--- config.mk ---
export PLATFORM = sky130hd
export DESIGN_NAME = buscaminas_tablero
export DESIGN_NICKNAME = d
export VERILOG_FILES = /design/src/rtl/buscaminas_tablero.sv
export SDC_FILE = /design/constraint.sdc
export NUM_CORES = 1
export LEC_CHECK = 0
export BUFFER_PORTS_ARGS = -buffer_cell sky130_fd_sc_hd__clkbuf_2
export CELL_PAD_IN_SITES_DETAIL_PLACEMENT = 1
export CELL_PAD_IN_SITES_GLOBAL_PLACEMENT = 2
export CORE_ASPECT_RATIO = 1.75
export CORE_MARGIN = 3
export CORE_UTILIZATION = 40
export DETAILED_ROUTE_END_ITERATION = 6
export GPL_TIMING_DRIVEN = 0
export PLACE_DENSITY = 0.84
export SLEW_MARGIN = 20
export SYNTH_ARGS = -nofsm -noshare
export SYNTH_HDL_FRONTEND = slang
export SYNTH_SLANG_ARGS = --single-unit
--- constraint.sdc ---
create_clock -name clk -period 51.5 [get_ports clk]
set_input_delay 2.575 -clock clk [delete_from_list [all_inputs] [get_ports clk]]
set_output_delay 2.575 -clock clk [all_outputs]
set_load 0.1 [all_outputs]
--- src/rtl/buscaminas_tablero.sv ---
// Parametrised Minesweeper board generator: LFSR mine placement followed by a
// row-major neighbour-count pass, held for a registered random-access read port.
module buscaminas_tablero #(
    parameter int          ROWS  = 8,
    parameter int          COLS  = 8,
    parameter int          MINES = 10,
    parameter logic [15:0] SEED  = 16'hACE1
) (
    input  logic        clk,
    input  logic        reset,
    input  logic        enable_matriz,
    input  logic        seed_load,
    input  logic [15:0] seed_val,
    input  logic [3:0]  rd_row,
    input  logic [3:0]  rd_col,
    output logic        rd_mine,
    output logic [3:0]  rd_count,
    output logic        busy,
    output logic        ready,
    output logic [7:0]  mines_placed
);
    localparam int RW = $clog2(ROWS);
    localparam int CW = $clog2(COLS);

    typedef enum logic [2:0] {IDLE, CLEAR, PLACE, COUNT, READY} state_t;

    state_t          state_q, state_d;
    logic [15:0]     lfsr_q, lfsr_next;
    logic            mine_q [ROWS][COLS];
    logic [3:0]      cnt_q  [ROWS][COLS];
    logic [RW-1:0]   cr_q, cand_r;
    logic [CW-1:0]   cc_q, cand_c;
    logic            cand_ok, last_cell, rd_mine_d;
    logic [3:0]      nsum, rd_count_d;

    assign cand_r    = lfsr_q[RW-1:0];
    assign cand_c    = lfsr_q[RW+CW-1:RW];
    assign lfsr_next = {1'b0, lfsr_q[15:1]} ^ (lfsr_q[0] ? 16'hB400 : 16'h0000);
    assign last_cell = (32'(cr_q) == 32'(ROWS - 1)) && (32'(cc_q) == 32'(COLS - 1));
    assign busy      = (state_q == CLEAR) || (state_q == PLACE) || (state_q == COUNT);
    assign ready     = (state_q == READY);

    // Full-board scans with constant indices keep out-of-range addresses harmless.
    always_comb begin
        cand_ok    = 1'b0;
        nsum       = '0;
        rd_mine_d  = 1'b0;
        rd_count_d = '0;
        for (int unsigned r = 0; r < ROWS; r++) begin
            for (int unsigned c = 0; c < COLS; c++) begin
                if (32'(cand_r) == r && 32'(cand_c) == c && !mine_q[r][c])
                    cand_ok = 1'b1;
                if (mine_q[r][c] && (r + 1 >= 32'(cr_q)) && (r <= 32'(cr_q) + 1) &&
                    (c + 1 >= 32'(cc_q)) && (c <= 32'(cc_q) + 1) &&
                    !(r == 32'(cr_q) && c == 32'(cc_q)))
                    nsum = nsum + 4'd1;
                if (32'(rd_row) == r && 32'(rd_col) == c) begin
                    rd_mine_d  = mine_q[r][c];
                    rd_count_d = cnt_q[r][c];
                end
            end
        end
    end

    always_comb begin
        state_d = state_q;
        case (state_q)
            IDLE, READY: if (enable_matriz) state_d = CLEAR;
            CLEAR:       state_d = PLACE;
            PLACE:       if (mines_placed == 8'(MINES)) state_d = COUNT;
            COUNT:       if (last_cell) state_d = READY;
            default:     state_d = IDLE;
        endcase
    end

    always_ff @(posedge clk) begin
        if (reset) state_q <= IDLE;
        else       state_q <= state_d;
    end

    always_ff @(posedge clk) begin
        if (reset) begin
            lfsr_q       <= SEED;
            mines_placed <= '0;
            cr_q         <= '0;
            cc_q         <= '0;
            rd_mine      <= 1'b0;
            rd_count     <= '0;
            for (int unsigned r = 0; r < ROWS; r++)
                for (int unsigned c = 0; c < COLS; c++) begin
                    mine_q[r][c] <= 1'b0;
                    cnt_q[r][c]  <= '0;
                end
        end else begin
            rd_mine  <= rd_mine_d;
            rd_count <= rd_count_d;
            case (state_q)
                IDLE, READY: begin
                    if (seed_load) lfsr_q <= (seed_val == 16'h0000) ? SEED : seed_val;
                end
                CLEAR: begin
                    mines_placed <= '0;
                    cr_q         <= '0;
                    cc_q         <= '0;
                    for (int unsigned r = 0; r < ROWS; r++)
                        for (int unsigned c = 0; c < COLS; c++) begin
                            mine_q[r][c] <= 1'b0;
                            cnt_q[r][c]  <= '0;
                        end
                end
                PLACE: begin
                    lfsr_q <= lfsr_next;
                    if (mines_placed < 8'(MINES) && cand_ok) begin
                        mine_q[cand_r][cand_c] <= 1'b1;
                        mines_placed           <= mines_placed + 8'd1;
                    end
                end
                COUNT: begin
                    cnt_q[cr_q][cc_q] <= nsum;
                    if (32'(cc_q) == 32'(COLS - 1)) begin
                        cc_q <= '0;
                        cr_q <= cr_q + 1'b1;
                    end else begin
                        cc_q <= cc_q + 1'b1;
                    end
                end
                default: ;
            endcase
        end
    end
endmodule

==> qor.txt <==
Final Max Tran Viols: 0
Routed met2 length: 63300 um
Layout Nets: 3552
Sequential share of the synthesized area: 35.1%
Horiz. Die Dim: 205 um
Most common cell on crit path: ha_1
Via count: 27300
Yosys warns: 0
Total CTS buffers: 30
WP data arrival: 46.85 ns
CTS tree: built
Initial core utilization: 40.4%
Grt ovf: 0
First-pass GRT wire length: 177000 um
Post-layout util: 44.3%
First-pass DRT Iterations: 5
Post-route setup TNS: 0 ns
Worst clock skew: 0.0392 ns
Hold Path Sink: lfsr_q[6]
Htree depth: 1
Resize count post-CTS: 0
Die ar.: 72500 um2
Crit. End Element: flip-flop
HP Start: lfsr_q[6]
Worst min path class: reg -> reg
Met3 wire length: 5160 um
Share of layout cells above drive strength 1: 6.34%
Overall power: 0.651 mW
Core area: 68500 um2
Main synth FF type: edfxtp_1
Clk slew on worst S/H paths: 0.08 ns
Worst hold margin: 0.467 ns
Post-synth EDFFs: 256
Initial drt markers: 1670
Min-Delay Path Depth: 1
Slowest cell on the critical path: nor2_1
Netlist cell types: 94
Internal power: 0.476 mW
WS Path Type: reg -> reg
Routability congestion estimate: 0.984
Crit Path Max Fanout: 10
Clock buffer depth: 3
Unrepaired setup endpoints after global routing: false
Via density: 6.24
R2R Path Start: cc_q[0]
Post-Syn Area: 27700 um2
Vias in the first global route: 29300
Skew-Pair Late Insertion Delay: 0.62 ns
Most frequent cells in the layout: nor2_1 (536), nand2_1 (492), edfxtp_1 (256), o21ai_0 (191), xnor2_1 (179)
Final Cycle Share: 90.4%
Setup-failing EPs final: 0
Drc violations: 0
WL per Instance: 27.0 um
HPWL after DPL: 95400 um
Run status: complete, no violations
Cells after DPL: 4317
Cells after Synth: 3355
Initial antenna violation count: 0
Ys async rst share: 0%
Root Buffer: clkbuf_16
Period minus WS final: 46.55 ns
Worst EP required: 51.80 ns
Clock network fraction of total power: 37.5%
Reg power frac: 51.3%
Num rows: 127
Setup ws final: 4.95 ns
Mean Syn Cell Area: 8.25 um2
Layout area overhead: 9.61%
M1 WL: 38300 um
Post-detailed-route count of antenna-violating nets: 0
Highest metal used: met4
Slowest stage delay, CP: 0.84 ns
Highest Clock Rate: 0.0215 GHz
Leading cell type in the layout, fill and taps excluded: nor2_1
Critical Path Source Type: flip-flop
Sw frac: 26.9%
Worst r2r dst: cnt_q[6][2]
Placed Area: 29300 um2
Final instance area: 30300 um2
Final hold vios: 0
Post-Layout Cell Count: 4372
Port Buffer Count: 41
Pwr/cell area: 21.5 nW/um2
Syn Nets: 3461
Worst-Margin Slew: 1.16 ns
Total GRT Usage: 31.9%
Final WL: 118000 um
TritonCTS Sinks: 358
Sw Pwr: 0.176 mW
Hold_buf cts: 0
Relative slew margins: 22.0%
N_diodes: 0
Max-Cap Viols: 0
I/O Pins: 43
Worst Reg2Reg Path Length in Cells: 202
Pin count of the biggest net entering global routing: 19
Die height: 354 um
Dpl ws: 5.56 ns
Register bit count reported by yosys: 358
Setup Fix Bufs, Post-CTS: 0
Power share of the combinational group: 11.2%
Origin of the worst setup path: cc_q[0]
Pleak: 10.8 nW
R2R setup slack: 4.95 ns
Max VDD drop: 30.9 uV
-- how the worst max path moves through the flow --
stage	end	slack (ns)
floorplan	cnt_q[0][10]	15.26
global placement	cnt_q[2][30]	5.49
detailed placement	cnt_q[1][14]	5.56
CTS	cnt_q[7][26]	5.35
global route	cnt_q[7][26]	1.62
finish	cnt_q[6][2]	4.95
-- power by group through the flow --
stage	sequential, mW	combinational (mW)	clock, mW
final	0.334	0.0727	0.244
after detailed placement	0.341	0.0716	0
after global placement	0.340	0.0691	0
after global routing	0.335	0.0776	0.255
after CTS	0.334	0.0719	0.245
after floorplan	0.338	0.0447	0
-- area by class of cell --
class	instances	area [um2]
Inverter	77	289
Timing Repair Buffer	59	394
Clock buffer	35	782
Buffer	180	691
Clock inverter	20	243
Fill cell	8229	38100
Multi-Input combinational cell	2740	17100
Sequential cell	358	9730
Tap cell	903	1130
-- registers in the layout (all words and copies together) (netlist names) --
register and count:
rd_count 4, cnt_q 256, lfsr_q 16, mines_placed 8
cr_q 3, state_q 3, rd_mine 1, cc_q 3
mine_q 64
-- metal layers --
metal  track usage, %  vias to the layer above
li1                 -                    12500
met1             29.9                    13500
met2             61.2                      917
met3             3.35                      447
met4             25.3                        0
met5                0                        -
-- cell families (layout without fill, tap and decap cells) --
kind of cell	after synthesis	after routing	synth area share, %
muxes	51	51	2.21
buffers and inverters	257	371	3.54
AOI/OAI and AO/OA	802	802	19.9
DFF	358	358	35.1
xor gates and xnor gates	290	290	11.2
adders and majority gates	78	78	3.53
and+or+nand+nor	1519	1519	24.5
-- cells in the mapped netlist (all sizes together), types with 12 or more instances --
master	n	area share, %
nor2	543	7.4
nand2	492	6.7
edfxtp	256	28
o21ai	195	3.5
xnor2	192	6.5
clkbuf	154	2.1
a21oi	120	2.2
nand3	107	1.9
nor3	106	1.9
dfxtp	102	7.4
ha	78	3.5
inv	75	1.0
xor2	70	2.3
a22oi	52	1.4
nand4	52	1.2
o211ai	43	1.2
o22ai	41	0.93
a31oi	36	0.81
mux2i	33	1.2
a211oi	30	0.83
nor4	30	0.75
o31ai	29	0.80
and3	28	0.63
a221oi	27	0.88
nand2b	27	0.61
buf	26	0.41
xnor3	25	2.1
or3	24	0.54
and2	22	0.50
o221ai	19	0.60
nor2b	18	0.41
a21o	16	0.43
a311oi	16	0.51
and4	16	0.51
o2111ai	16	0.51
or2	14	0.32
a2111oi	12	0.45
a211o	12	0.38
a21boi	12	0.34
-- critical path: cells and delay by family, from the launching register on --
| family | cells | cell delay (ns) |
|---|---|---|
| AOI/OAI and AO/OA | 64 | 15.64 |
| xor gates and xnor gates | 28 | 5.77 |
| adders and majority gates | 31 | 9.71 |
| buffers and inverters | 15 | 3.28 |
| DFF | 1 | 0.38 |
| muxes | 7 | 1.95 |
| and+or+nand+nor | 57 | 9.34 |
(Power assumes the default switching activity.)
